<file path="src/rtl/syn_down_cnt.sv">
`default_nettype none
// ============================================================================
// Module   : syn_down_cnt
// Brief    : Synchronous load/clear down-counter with borrow chain, reload
//            register and one-shot/periodic run state machine. BO cascades
//            into the BI of further instances.
//            Optional macro SYNDCNT_SNAPSHOT_EN adds SNAP input and QS
//            snapshot output.
// Revision : 1.0 - initial release
// ============================================================================
module syn_down_cnt #(
   parameter int WIDTH = 8
) (
   input  logic             CLK,
   input  logic             RESET,
   input  logic [WIDTH-1:0] D,
   input  logic             LDL,
   input  logic             WRRL,
   input  logic             CLR,
   input  logic             BI,
   input  logic             MODE,
   output logic [WIDTH-1:0] Q,
   output logic [WIDTH-1:0] QB,
   output logic             BO,
   output logic             TC,
   output logic             RUNNING
`ifdef SYNDCNT_SNAPSHOT_EN
   ,
   input  logic             SNAP,
   output logic [WIDTH-1:0] QS
`endif
);

   typedef enum logic [0:0] {
      ST_IDLE = 1'b0,
      ST_RUN  = 1'b1
   } state_t;

   state_t           state_q, state_d;
   logic [WIDTH-1:0] cnt_q, cnt_d;
   logic [WIDTH-1:0] qb_q, qb_d;
   logic [WIDTH-1:0] reload_q, reload_d;
   logic             tc_q, tc_d;
   logic             w_zero;

   assign w_zero = (cnt_q == '0);

   // Next-state and next-count: load beats clear beats counting.
   always_comb begin
      state_d  = state_q;
      cnt_d    = cnt_q;
      tc_d     = 1'b0;
      reload_d = WRRL ? D : reload_q;
      if (!LDL) begin
         cnt_d   = D;
         state_d = ST_RUN;
      end else if (CLR) begin
         cnt_d   = '0;
         state_d = ST_IDLE;
      end else if ((state_q == ST_RUN) && BI) begin
         if (!w_zero) begin
            cnt_d = cnt_q - WIDTH'(1);
         end else begin
            // Terminal count: the reload value is the one held before any
            // same-edge WRRL, so reload_q (not reload_d) is used here.
            tc_d = 1'b1;
            if (MODE) begin
               cnt_d = reload_q;
            end else begin
               state_d = ST_IDLE;
            end
         end
      end
      qb_d = ~cnt_d;
   end

   // State, counter, inverse copy, reload register and TC pulse registers.
   always_ff @(posedge CLK or posedge RESET) begin
      if (RESET) begin
         state_q  <= ST_IDLE;
         cnt_q    <= '0;
         qb_q     <= '1;
         reload_q <= '0;
         tc_q     <= 1'b0;
      end else begin
         state_q  <= state_d;
         cnt_q    <= cnt_d;
         qb_q     <= qb_d;
         reload_q <= reload_d;
         tc_q     <= tc_d;
      end
   end

   assign Q       = cnt_q;
   assign QB      = qb_q;
   assign TC      = tc_q;
   assign RUNNING = (state_q == ST_RUN);
   assign BO      = BI & (state_q == ST_RUN) & w_zero;

`ifdef SYNDCNT_SNAPSHOT_EN
   logic [WIDTH-1:0] qs_q, qs_d;

   // Snapshot captures the pre-update count of the edge on which SNAP is high.
   always_comb begin
      qs_d = qs_q;
      if (SNAP) begin
         qs_d = cnt_q;
      end
   end

   // Snapshot register.
   always_ff @(posedge CLK or posedge RESET) begin
      if (RESET) begin
         qs_q <= '0;
      end else begin
         qs_q <= qs_d;
      end
   end

   assign QS = qs_q;
`endif

endmodule
`default_nettype wire

</file>
<file path="config.mk">
export PLATFORM = sky130hd
export DESIGN_NAME = syn_down_cnt
export DESIGN_NICKNAME = d
export VERILOG_FILES = /design/src/rtl/syn_down_cnt.sv
export SDC_FILE = /design/constraint.sdc
export NUM_CORES = 1
export LEC_CHECK = 0
export CORE_MARGIN = 2
export CORE_UTILIZATION = 48
export CTS_CLUSTER_SIZE = 14
export DETAILED_ROUTE_END_ITERATION = 6
export GPL_ROUTABILITY_DRIVEN = 0
export HOLD_SLACK_MARGIN = 0.03
export PLACE_DENSITY = 0.78
export SLEW_MARGIN = 20
export SYNTH_ARGS = -nofsm -noshare
export SYNTH_HDL_FRONTEND = slang
export SYNTH_SLANG_ARGS = --single-unit
</file>
<file path="constraint.sdc">
create_clock -name CLK -period 2.05 [get_ports CLK]
set_clock_uncertainty 0.15 [all_clocks]
set_input_delay 0.3075 -clock CLK [delete_from_list [all_inputs] [get_ports CLK]]
set_output_delay 0.3075 -clock CLK [all_outputs]
set_load 0.01 [all_outputs]
</file>
Word level (Yosys, flattened, before mapping)
Index checks and enable logic that the tools add are counted.

Logic and storage cells: 29. Bits in registers: 26. Bits of input ports: 15.

Equal/unequal tests: 3. Bitwise gates (word level): 3. Multiplexer cells: 14. Reductions and logical operators: 3. Add/subtract/negate cells: 1.

Operators by type and width (number): $mux W8 (5); $mux W1 (9); $logic_not A8 Y1 (1); $not A8 Y8 (1); $sub A8 B1 Y8 const B (1); $ne A3 B2 Y1 const B (2); $ne A3 B3 Y1 const B (1); $reduce_and A3 Y1 (1); $and A1 B1 Y1 (2); $logic_and A1 B1 Y1 (1).

Logic depth before layout (Yosys ltp)
Depth in word-level cells: 6. Mapped depth: 7. Depth with buffers taken out: 6.

Least setup slack after synthesis
No wires, ideal clock.

Path type: flip-flop to flip-flop. Start: register cnt_q[0], in the netlist Q[0]. End: register cnt_q[7], in the netlist Q[7]. Library setup time: 0.126 ns. Slack: 0.104 ns. Period minus slack after synthesis: 1.946 ns. Cell stages (with the launch flop): 8. Data arrival time: 1.670 ns. Path through: dfrtp_1 -> inv_1 -> ha_1 -> nor3b_4 -> and2_1 -> buf_6 -> a21oi_1 -> a221o_1.

Longest elaborated chain between the ends: 5. Elaborated cells on any way between the ends: 6.

RTL lines: start, declared (RTL line 40) `logic [WIDTH-1:0] cnt_q, cnt_d;`; start signal, assigned (RTL line 87) `cnt_q <= cnt_d;`; $sub A8 B1 Y8 or $logic_not A8 Y1 (tied branches) (RTL line 62, 46); $mux W8 (*) (RTL line 61) `if (!w_zero) begin`; $mux W8 (*) (RTL line 60) `end else if ((state_q == ST_RUN) && BI) begin`; $mux W8 (*) (RTL line 57) `end else if (CLR) begin`; $mux W8 (*) (RTL line 54) `if (!LDL) begin`; net cnt_d[7] (RTL line 40).

The timed path passes the listed nets; every way through them passes the cells marked *. A chain may end at the register's enable or synchronous reset.

Final worst setup path
Start: register cnt_q[1], in the netlist Q[1]. End: register qb_q[7], in the netlist QB[7].

Longest elaborated chain between the ends: 6. Elaborated cells on any way between the ends: 7.

RTL lines: $sub A8 B1 Y8 or $logic_not A8 Y1 (tied branches) (RTL line 62, 46); $mux W8 (*) (RTL line 61); $mux W8 (*) (RTL line 60); $mux W8 (*) (RTL line 57); $mux W8 (*) (RTL line 54); $not A8 Y8 (*) (RTL line 74) `qb_d = ~cnt_d;`; net qb_d[7] (RTL line 41) `logic [WIDTH-1:0] qb_q, qb_d;`; end signal, assigned (RTL line 88) `qb_q <= qb_d;`; end, declared (RTL line 41).

Marks and branches as above.

==> results.txt <==
The flow ran to the end, and the final reports show no timing, DRC or antenna violations. The antenna violation net count after detailed routing came out at 0. In this run the worst path has a maximum fanout of 7. Tracing the worst setup path back leads to its startpoint at Q[1]$_DFF_PP0_. The synthesized area per cell came out at between 10 and 15 um2.

The kind of end point of the critical path is a register. For this design the top-level I/O count stands at 34. The clock tree root buffer cell is clkbuf_4. The placement row count is 19. The effective utilization at floorplan is about half. The count of H-tree levels built during CTS is 1. By startpoint and endpoint, the worst setup path is classified as reg -> reg.

The die width is 57.9 um. The first detailed-routing pass took 4 iterations. The maximum clock frequency came out at roughly 490 MHz. At the pin with the least slew margin, the transition time is 500 ps. Detailed placement ended at an HPWL of approximately 2600 um.

The global route total overflow came out at 0. The synthesis-to-finish area growth came out at 35.2%. The area of the core is 0.00276 mm2. The register area share after synthesis is a little under half. The total routed wirelength is around 3600 um. The net switching power came out at roughly 0.00035 W. Internal power comes to 0.000823 W. The detailed router finished its first iteration with 79 violations. The global-route wire length before repair is 5660 um. In this run the static leakage power is 0.762 nW. Traced cell by cell, the critical path runs through inv_2 -> ha_4 -> nor3b_4 -> buf_4 -> and2_2 -> a21oi_1 -> a221oi_1. The number of library cell types mapped by synthesis is 49. The summed negative setup slack over all endpoints came out at 0 ps. The power share of the combinational group came out at 30.7%.

In the final routed layout, each cell accounts on average for between 15 and 20 um. 0 antenna diodes ended up in the layout. The clock latency reported for the late side of the worst-skew pair came out at approximately 320 ps. The number of global-route vias before repair is 1235. The initial antenna violation count was 0. The data required time at the worst endpoint came out at 2110 ps. The number of maximum-capacitance violations is 0.

The cell depth of the worst flop-to-flop path is 7. In the synthesized netlist the dominant register cell turns out to be dfrtp_1. Counting tap cells, the placed design contains a total of 200 instances. The via count normalized by instance count is 5.98. The number of hold violations in the final report was 0. The yosys synthesis warning count came out at 0.

For this run, design rule violations remaining after detail routing come to 0. The worst setup path is launched from a register. After clock tree synthesis, the clock-pin slew on the worst setup and hold paths is between 100 and 150 ps. The port buffer count came out at 33. The global router's overall resource usage is between 20% and 30%. The total count of max-transition violations in the final report is 0. The setup violation total in the final timing report came out at 0. The synthesis-stage register bit count came out at 26. In the finished design, the share of the clock period the worst path needs comes to between 90% and 100%. The post-synth net total came out at 142. Synthesis handed over a netlist of ~130 instances.

The worst hold path belongs to the class in -> async. The post-route netlist has between 20% and 30% of its cells at a drive strength greater than 1. The number of sinks driven by the clock tree came out at 26. The share of async-settable or async-resettable flops after synthesis came out at 100%. The switching fraction of total power came out at between 20% and 30%. The net total in the final layout came out at between 150 and 200. Once layout is complete, the cells apart from fillers number between 200 and 250. The power share of the sequential group came out at 51.0%. Leaving out fill and tap cells, the most frequent cell in the layout is clkdlybuf4s50_1. The vertical die dimension came out at slightly below 60 um. For this design the ratio of total power to cell area is ~620 mW/mm2.

Counting the buffers created by CTS gives 3. TritonCTS built the clock tree. The longest clock path from root to sink contains 2 buffers. After layout, the minimum clock period comes to 2030 ps. In the layout the commonest cells are clkdlybuf4s50_1, dfrtp_1, buf_4.

The worst endpoint data arrival time came out at approximately 2100 ps. The maximum cell stage delay along the critical path came out at roughly 420 ps. Across all layers, the routed design uses roughly 1.2k vias. The slowest stage of the critical path is the dfrtp_1 cell. The area enclosed by the die boundary is between 0.003 and 0.004 mm2.

The post-synth design cell area came out at between 0.001 and 0.0015 mm2. The worst slew slack as a fraction of its limit came out at 66.6%. The finished cells cover between 0.0015 and 0.002 mm2. The number of enable flip-flop cells after synthesis is 0. The share of total power in the clock network is between 10% and 20%. The startpoint identified for the worst register-to-register timing path is Q[1]$_DFF_PP0_. The cell area reported after detailed placement is 0.00185 mm2.

The tightest hold path in the finished design has a slack of 174 ps. Across the VDD grid, the largest voltage drop is 0.526 mV. Entering global routing, the biggest net connects 27 pins.
==> routing by layer <==
| metal | vias to the layer above | global-route usage, % | routed length, um |
|---|---|---|---|
| met5 | - | 0 | 0 |
| met4 | 0 | 10.3 | 57 |
| met3 | 8 | 2.68 | 215 |
| met2 | 48 | 38.8 | 1800 |
| met1 | 591 | 28.2 | 1550 |
| li1 | 566 | - | - |
==> sequential cells by signal, summed over array words and instances (netlist names) <==
name	count
TC	1
QB	8
RUNNING	1
Q	8
reload_q	8
==> layout make-up <==
cell class / instances / area, um2
Clock buffer: 3 / 22.5
Fill cell: 228 / 871
Inverter: 5 / 18.8
Multi-Input combinational cell: 88 / 693
Sequential cell: 26 / 661
Tap cell: 31 / 38.8
Timing Repair Buffer: 50 / 453
==> power by group through the flow <==
stage               registers, W  logic (W)  clock network (W)
finish                  0.000598   0.000360           0.000214
global route            0.000603   0.000389           0.000233
CTS                     0.000597   0.000351           0.000218
detailed placement      0.000606   0.000348                  0
global placement        0.000604   0.000340                  0
floorplan               0.000623   0.000167                  0
==> per-stage QoR <==
step	setup slack, ps	total power [W]	utilization, %
CTS	35.6	0.00117	67.9
floorplan	104	0.000790	-
detailed placement	3.83	0.000954	67.1
global route	-7.22	0.00122	68.4
finish	19.3	0.00117	68.4
global placement	48.9	0.000944	67.1
==> cells by family after synthesis <==
logic type,Yosys count,share of synthesized area (%)
xor gates and xnor gates,2,1.26
adders and majority gates,2,1.79
and+or+nand+nor,39,16.7
muxes,11,8.61
AOI/OAI and AO/OA,34,20.0
DFF,26,47.4
buffers and inverters,11,4.31
==> repair_timing <==
| action | CTS | global route |
|---|---|---|
| endpoints found under the setup margin | 6 | 1 |
| resized for setup | 7 | 4 |
| buffers inserted | 0 | 0 |
| pin swaps | 0 | 1 |
| hold buffers | 0 | 0 |
==> cells in the mapped netlist, types with 2 or more instances <==
cell type,instances,area share (%)
dfrtp_1,18,32
nand2_1,9,2.4
dfstp_2,8,15
mux2_2,8,6.5
nor2_1,8,2.2
inv_1,5,1.3
nor2b_1,4,1.8
clkbuf_1,3,0.81
mux2i_1,3,2.2
nand2b_1,3,1.3
nor3_1,3,1.1
o31a_1,3,1.9
o31ai_1,3,1.6
a211oi_1,2,1.1
a21oi_1,2,0.72
a221o_1,2,1.4
a22oi_1,2,1.1
a32oi_1,2,1.3
a41oi_1,2,1.3
and2_1,2,0.90
buf_6,2,1.6
ha_1,2,1.8
nand3_1,2,0.72
xor2_1,2,1.3
==> final timing paths <==
path / end / slack, ps
setup / recovery: QB[7]$_DFF_PP1_ / 20
setup reg to reg: QB[7]$_DFF_PP1_ / 20
hold reg to reg: reload_q[2]$_DFFE_PP0P_ / 380
max in group asynchronous: QB[6]$_DFF_PP1_ / 1280
hold / removal: Q[4]$_DFF_PP0_ / 170
min in group CLK: reload_q[2]$_DFFE_PP0P_ / 380
==> worst max-delay path: cells and delay by family (launching register included) <==
family,cells,cell delay [ps]
simple gates,2,470
fa+ha+maj,1,140
flops,1,420
buf+inv,2,300
compound gates,2,450
Power figures use the tool's default switching activity.
